**src/rtl/adder_pkg.sv**
```systemverilog
// adder_pkg: shared definitions for the 16-bit adder slice.
//   ADD_W  - operand and sum width in bits (fixed at 16)
//   word_t - one operand or sum word
// Imported by adder_16 and by the testbench.
package adder_pkg;

  localparam int ADD_W = 16;

  typedef logic [ADD_W-1:0] word_t;

endpackage : adder_pkg

```
**src/rtl/full_adder.sv**
```systemverilog
// full_adder: a single one-bit full-adder cell, the building block of the
// ripple-carry chain in adder_16.
//   x, y  - operand bits
//   cin   - carry in from the next lower bit
//   s     - sum bit
//   cout  - carry out to the next higher bit
module full_adder (
  input  logic x,
  input  logic y,
  input  logic cin,
  output logic s,
  output logic cout
);

  logic half_sum;

  assign half_sum = x ^ y;
  assign s        = half_sum ^ cin;
  // A carry is generated by x&y or propagated from cin when exactly one bit is set.
  assign cout     = (x & y) | (cin & half_sum);

endmodule : full_adder

```
**src/rtl/adder_16.sv**
```systemverilog
// adder_16: 16-bit two-operand adder with a registered sum and valid strobe.
// The sum wraps modulo 2^16 and is built from a ripple chain of full_adder cells.
//   clk       - sole clock, rising edge
//   rst       - asynchronous active-high reset
//   in_valid  - a and b are valid this cycle
//   a, b      - operands (unsigned or two's complement)
//   out_valid - out holds the result of operands captured one cycle earlier
//   out       - registered (a + b) mod 65536, held while in_valid is low
// Optional build macro ADDER_16_FLAGS_EN adds two registered flag outputs:
//   carry     - carry out of bit 15
//   ovf       - signed overflow
// Both flags update only on a capture edge.
module adder_16
  import adder_pkg::*;
#(
  parameter int WIDTH = 16
) (
  input  logic  clk,
  input  logic  rst,
  input  logic  in_valid,
  input  word_t a,
  input  word_t b,
  output logic  out_valid,
  output word_t out
`ifdef ADDER_16_FLAGS_EN
  ,
  output logic  carry,
  output logic  ovf
`endif
);

  // The chain is hand-built for exactly 16 bits. Any other width is rejected
  // at elaboration rather than silently producing the wrong adder.
  if (WIDTH != ADD_W) begin : g_bad_width
    $error("adder_16: WIDTH must be 16");
  end

  word_t            sum;
  logic [ADD_W:0]   chain;

  word_t out_q, out_d;
  logic  out_valid_q, out_valid_d;

  assign chain[0] = 1'b0;

  for (genvar i = 0; i < ADD_W; i++) begin : g_ripple
    full_adder u_fa (
      .x    (a[i]),
      .y    (b[i]),
      .cin  (chain[i]),
      .s    (sum[i]),
      .cout (chain[i+1])
    );
  end

  // The sum is selected only when in_valid is high. Operands that are
  // don't-care while in_valid is low can therefore never reach out.
  always_comb begin
    out_d       = out_q;
    out_valid_d = in_valid;
    if (in_valid) begin
      out_d = sum;
    end
  end

  always_ff @(posedge clk or posedge rst) begin
    if (rst) begin
      out_q       <= '0;
      out_valid_q <= 1'b0;
    end else begin
      out_q       <= out_d;
      out_valid_q <= out_valid_d;
    end
  end

  assign out       = out_q;
  assign out_valid = out_valid_q;

`ifdef ADDER_16_FLAGS_EN
  logic carry_q, carry_d;
  logic ovf_q, ovf_d;

  // Signed overflow: both operands have the same sign but the sum does not.
  always_comb begin
    carry_d = carry_q;
    ovf_d   = ovf_q;
    if (in_valid) begin
      carry_d = chain[ADD_W];
      ovf_d   = (a[ADD_W-1] == b[ADD_W-1]) && (sum[ADD_W-1] != a[ADD_W-1]);
    end
  end

  always_ff @(posedge clk or posedge rst) begin
    if (rst) begin
      carry_q <= 1'b0;
      ovf_q   <= 1'b0;
    end else begin
      carry_q <= carry_d;
      ovf_q   <= ovf_d;
    end
  end

  assign carry = carry_q;
  assign ovf   = ovf_q;
`else
  // Without the flags the final carry has no consumer.
  logic unused_carry_out;
  assign unused_carry_out = chain[ADD_W];
`endif

endmodule : adder_16

```
**config.mk**
```make
export PLATFORM = sky130hd
export DESIGN_NAME = adder_16
export DESIGN_NICKNAME = d
export VERILOG_FILES = /design/src/rtl/adder_pkg.sv /design/src/rtl/full_adder.sv /design/src/rtl/adder_16.sv
export SDC_FILE = /design/constraint.sdc
export NUM_CORES = 1
export LEC_CHECK = 0
export ABC_AREA = 1
export CORE_MARGIN = 2
export CORE_UTILIZATION = 42
export CTS_CLUSTER_DIAMETER = 120
export DETAILED_ROUTE_END_ITERATION = 8
export PLACE_DENSITY = 0.83
export SLEW_MARGIN = 20
export SYNTH_ARGS = -nofsm -noshare
export SYNTH_HDL_FRONTEND = slang
export SYNTH_HIERARCHICAL = 1
export SYNTH_SLANG_ARGS = --single-unit
```
**constraint.sdc**
```tcl
create_clock -name clk -period 1.9 [get_ports clk]
set_clock_uncertainty 0.15 [all_clocks]
set_input_delay 0.19 -clock clk [delete_from_list [all_inputs] [get_ports clk]]
set_output_delay 0.19 -clock clk [all_outputs]
set_load 0.1 [all_outputs]
```
## Yosys cells after proc, flatten, opt, wreduce, memory -nomap -nowiden

Index checks and enable logic that the tools add are counted.

- Bits in registers: 17
- Input bits: 35
- Output and inout bits: 17
- Word-level logic and storage cells: 76

- Bitwise logic cells: 74

Operators with widths:

| cell | count |
|---|---|
| $xor A1 B1 Y1 | 31 |
| $and A1 B1 Y1 | 29 |
| $or A1 B1 Y1 | 14 |

## Longest topological paths before layout

- Depth in word-level cells: 30
- Depth in mapped cells: 18
- Mapped depth without buffers: 18

## Hierarchy

The synthesis kept the hierarchy.

Modules (own cells, without submodules):

| module | times used | cells an instance | area an instance (sq um) | sequential area each (sq um) |
|---|---|---|---|---|
| adder_16 | 1 | 71 | 676.9 | 425.4 |
| full_adder | 16 | 1 | 20.0 | 0.0 |

## Least setup slack after synthesis

No wires, ideal clock.

- Path kind: input -> register
- Start: input b[0]
- End: register out_q[15] (netlist: out[15])
- Setup time: 0.122 ns
- Arrival time: 6.459 ns
- Data required time: 1.628 ns
- Setup slack: -4.831 ns
- Stages: 18
- Path buffers: 0
- Cell sequence: fa_1 > fa_1 > fa_1 > fa_1 > fa_1 > fa_1 > fa_1 > fa_1 > fa_1 > fa_1 > fa_1 > fa_1 > fa_1 > fa_1 > fa_1 > fa_1 > nand2_1 > nand2_1

- Cells in the longest elaborated chain, start to end: 30

RTL lines:

| item | line | text |
|---|---|---|
| from (decl) | adder_16.sv:22 | `input word_t b,` |
| $and A1 B1 Y1 (2 in a row) | full_adder.sv:20 | `assign cout = (x & y) \| (cin & half_sum);` |
| $or A1 B1 Y1 | full_adder.sv:20 |  |
| named net chain[2] | adder_16.sv:39 | `logic [ADD_W:0] chain;` |
| $and A1 B1 Y1 | full_adder.sv:20 |  |
| $or A1 B1 Y1 | full_adder.sv:20 |  |
| named net chain[3] | adder_16.sv:39 |  |
| $and A1 B1 Y1 | full_adder.sv:20 |  |
| $or A1 B1 Y1 | full_adder.sv:20 |  |
| named net chain[4] | adder_16.sv:39 |  |
| [2 not listed] | -- |  |
| named net chain[5] | adder_16.sv:39 |  |
| [2 not listed] | -- |  |
| named net chain[6] | adder_16.sv:39 |  |
| [2 not listed] | -- |  |
| named net chain[7] | adder_16.sv:39 |  |
| [2 not listed] | -- |  |
| named net chain[8] | adder_16.sv:39 |  |
| [2 not listed] | -- |  |
| named net chain[9] | adder_16.sv:39 |  |
| [2 not listed] | -- |  |
| named net chain[10] | adder_16.sv:39 |  |
| [2 not listed] | -- |  |
| named net chain[11] | adder_16.sv:39 |  |
| [2 not listed] | -- |  |
| named net chain[12] | adder_16.sv:39 |  |
| [2 not listed] | -- |  |
| named net chain[13] | adder_16.sv:39 |  |
| $and A1 B1 Y1 | full_adder.sv:20 |  |
| $or A1 B1 Y1 | full_adder.sv:20 |  |
| named net chain[14] | adder_16.sv:39 |  |
| $and A1 B1 Y1 | full_adder.sv:20 |  |
| $or A1 B1 Y1 | full_adder.sv:20 |  |
| named net chain[15] | adder_16.sv:39 |  |
| $xor A1 B1 Y1 | full_adder.sv:18 | `assign s = half_sum ^ cin;` |
| named net sum[15] | adder_16.sv:38 | `word_t sum;` |
| to (signal assigned) | adder_16.sv:71 | `out_q <= out_d;` |
| to (decl) | adder_16.sv:41 | `word_t out_q, out_d;` |

The timed path passes the listed nets, and every way through them passes these cells.
A chain may end at the register's enable or synchronous reset.

## Worst setup path in the final report

- Start: input a[0]
- End: register out_q[15] (netlist: out[15])

- Cells in the longest elaborated chain, start to end: 30

RTL lines:

| item | line | text |
|---|---|---|
| from (decl) | adder_16.sv:21 | `input word_t a,` |
| $and A1 B1 Y1 | full_adder.sv:20 |  |
| named net chain[1] | adder_16.sv:39 |  |
| $and A1 B1 Y1 | full_adder.sv:20 |  |
| $or A1 B1 Y1 | full_adder.sv:20 |  |
| named net chain[2] | adder_16.sv:39 |  |
| $and A1 B1 Y1 | full_adder.sv:20 |  |
| $or A1 B1 Y1 | full_adder.sv:20 |  |
| named net chain[3] | adder_16.sv:39 |  |
| [2 not listed] | -- |  |
| named net chain[4] | adder_16.sv:39 |  |
| [2 not listed] | -- |  |
| named net chain[5] | adder_16.sv:39 |  |
| [2 not listed] | -- |  |
| named net chain[6] | adder_16.sv:39 |  |
| [2 not listed] | -- |  |
| named net chain[7] | adder_16.sv:39 |  |
| [2 not listed] | -- |  |
| named net chain[8] | adder_16.sv:39 |  |
| [2 not listed] | -- |  |
| named net chain[9] | adder_16.sv:39 |  |
| [2 not listed] | -- |  |
| named net chain[10] | adder_16.sv:39 |  |
| [2 not listed] | -- |  |
| named net chain[11] | adder_16.sv:39 |  |
| [2 not listed] | -- |  |
| named net chain[12] | adder_16.sv:39 |  |
| [2 not listed] | -- |  |
| named net chain[13] | adder_16.sv:39 |  |
| $and A1 B1 Y1 | full_adder.sv:20 |  |
| $or A1 B1 Y1 | full_adder.sv:20 |  |
| named net chain[14] | adder_16.sv:39 |  |
| $and A1 B1 Y1 | full_adder.sv:20 |  |
| $or A1 B1 Y1 | full_adder.sv:20 |  |
| named net chain[15] | adder_16.sv:39 |  |
| $xor A1 B1 Y1 | full_adder.sv:18 |  |
| named net sum[15] | adder_16.sv:38 |  |

The timed path passes the listed nets, and every way through them passes these cells.

==> results.cfg <==
[yosys]
synth_compound_area_frac = 0
synth-seq-cells = 17
syn_avg_cell_area_um2 = 11.5
synth_area_um2 = 997
muxShareOfSynthArea = 0
synth_simple_gate_area_frac = 0.193
synthCells = 87
yosys.area_share.xor_xnor = 0
ys_seq_area_frac = 0.427
synth_cell_type_count = 9
synthAdderAreaFrac = 0.321
synth_nets = 138
yosys_warnings = 6
synth_top_family_by_area = adder cells

[final_layout]
register_area_um2 = 425
fillCellCount = 191
syn_to_final_growth_pct = 53.8
mostFrequentLayoutCell = nand2_1
multi_input_area_um2 = 557
nets = 193
antenna_cells = 0
layout-drive-gt1-share = 0.326
final_cell_mix = nand2_1 (42), clkdlybuf4s50_1 (31), buf_4 (19), dfrtp_1 (17), fa_2 (15)
final_cell_area_mm2 = 0.00153

[worst_setup_path]
cp.arrival_ns = 6.09
cp.required_ns = 1.93
start_kind = primary input
path_depth = 19
crit_start = a[0]
end_kind = flip-flop
cp_num_buf_inv = 1
rr_worst_depth = 2
cpMostUsedCell = fa_2
cp_slowest_stage_delay_ns = 0.43
path_class = primary input to flip-flop
critPathCapture = out[15]
reg2reg_to = out[4]
slowest_stage = fa_1
path_delay_family = adder cells
rr_startpoint = out[4]
r2r_slack_ns = 1.11
worstPathCellList = buf_6 -> fa_2 -> fa_2 -> fa_2 -> fa_2 -> fa_2 -> fa_2 -> fa_2 -> fa_2 -> fa_2 -> fa_2 -> fa_2 -> fa_2 -> fa_2 -> fa_2 -> fa_2 -> fa_1 -> nand2_1 -> nand2_1
path_max_fanout = 1

[drt]
via_per_inst = 4.47
ant_nets = 0
vias = 755
wl_um = 2070
avgRoutedWirePerCell_um = 12.2
drc = 0
first_pass_iters = 4
first_iter_violations = 15

[cts]
cts_tree = done
numCtsBuffers = 3
insertion_delay_ns = 0.29
clk_pin_slew_ns = 0.10
clockBufferDepth = 2
ctsHtreeMaxLevel = 1
clock-sinks = 17
cts-root-buf = clkbuf_4

[power]
total_power_uw = 1500
p_leak_uw = 0.000711
powerDensity_mw_per_mm2 = 975
irDropWorstVdd_uv = 587

[global_routing]
overflow = 0
antenna_found_initial = 0
first_global_vias = 812
grt_pass1_wl_um = 3370
track_usage = 0.168
grt_max_degree = 18

[sta]
worst_pin_slew_ns = 0.648
finalSetupTns_ns = -27.29
setup_violations = 13
finalHoldViolCount = 0
slew_headroom = 0.567
slew_violations = 0
period_share = 3.19
layout_setup_ws_ns = -4.16
period_needed_ns = 6.06
rsz0062_at_grt = true
holdWs_ns = 0.131
fmax_mhz = 165

[placement]
place.gp.congestion = 0.812
placement.io_buffers = 51
dpl_cell_area_mm2 = 0.00151
place_ws_ns = -4.87

[run_status]
status = finished, violations left
failed_checks = negative setup slack

[floorplanning]
dieWidth_um = 52.7
initial_core_util = 0.446
ios = 52
die_y_um = 52.7
rows = 17
core-area_mm2 = 0.00223
dieArea_mm2 = 0.00278

[min_path]
hold_path_class = primary input to asynchronous set/reset pin

[run]
drv_cap = 0
[stage by stage]
stage / utilization / instances
after global routing: 0.687 / 169
after CTS: 0.686 / 169
after global placement: 0.676 / 165
after detailed placement: 0.676 / 165
final: 0.687 / 169
after floorplan: - / 87
[cell families after synthesis]
family	Yosys count
AND/OR/NAND/NOR	48
adder cells (fa/ha/maj)	16
other	1
buffers and inverters	5
flip-flops	17
[routing by layer]
metal / GRT usage / up-vias / part of all wire
met4: 0.0598 / 0 / 0.0058
met1: 0.198 / 370 / 0.39
met5: 0 / - / 0
met2: 0.317 / 19 / 0.57
met3: 0.0114 / 2 / 0.031
li1: - / 364 / -
[synth_stat cells]
cell | instances | share of area
nand2_1 | 43 | 0.16
dfrtp_1 | 17 | 0.43
fa_1 | 16 | 0.32
nand2_2 | 5 | 0.031
buf_6 | 2 | 0.023
buf_12 | 1 | 0.020
conb_1 | 1 | 0.0038
inv_1 | 1 | 0.0038
inv_6 | 1 | 0.0088
[state kept, by name, summed over array words and instances (netlist names)]
signal,cells
out_valid,1
out,16
[worst min-delay path by stage]
stage               slack (ns)  depth (start not counted)    from      to
finish                    0.13                          2     rst  out[6]
global route              0.15                          4    a[0]  out[0]
CTS                       0.14                          4    a[0]  out[0]
detailed placement        0.32                          2  out[0]  out[0]
global placement          0.31                          2  out[9]  out[9]
floorplan                -0.03                          1     rst  out[0]
[power breakdown]
group	internal, uW	total (uW)	switching [uW]
Sequential	425	465	40.0
Clock	81.5	196	114
Combinational	219	835	616
Total	726	1500	770
[cell type report]
class                           instances  area share
Inverter                                2     0.00816
Clock buffer                            4      0.0171
Multi-Input combinational cell         65       0.363
Tap cell                               28      0.0228
Timing Repair Buffer                   53       0.312
Sequential cell                        17       0.277
[repair_timing]
action	in CTS	in global routing
hold buffers	0	0
pin swaps	17	4
setup buffers	0	0
resized for setup	10	1
endpoints found under the setup margin	14	13
hold endpoints to repair	0	0
No activity file was read; power rests on OpenSTA's default activity.
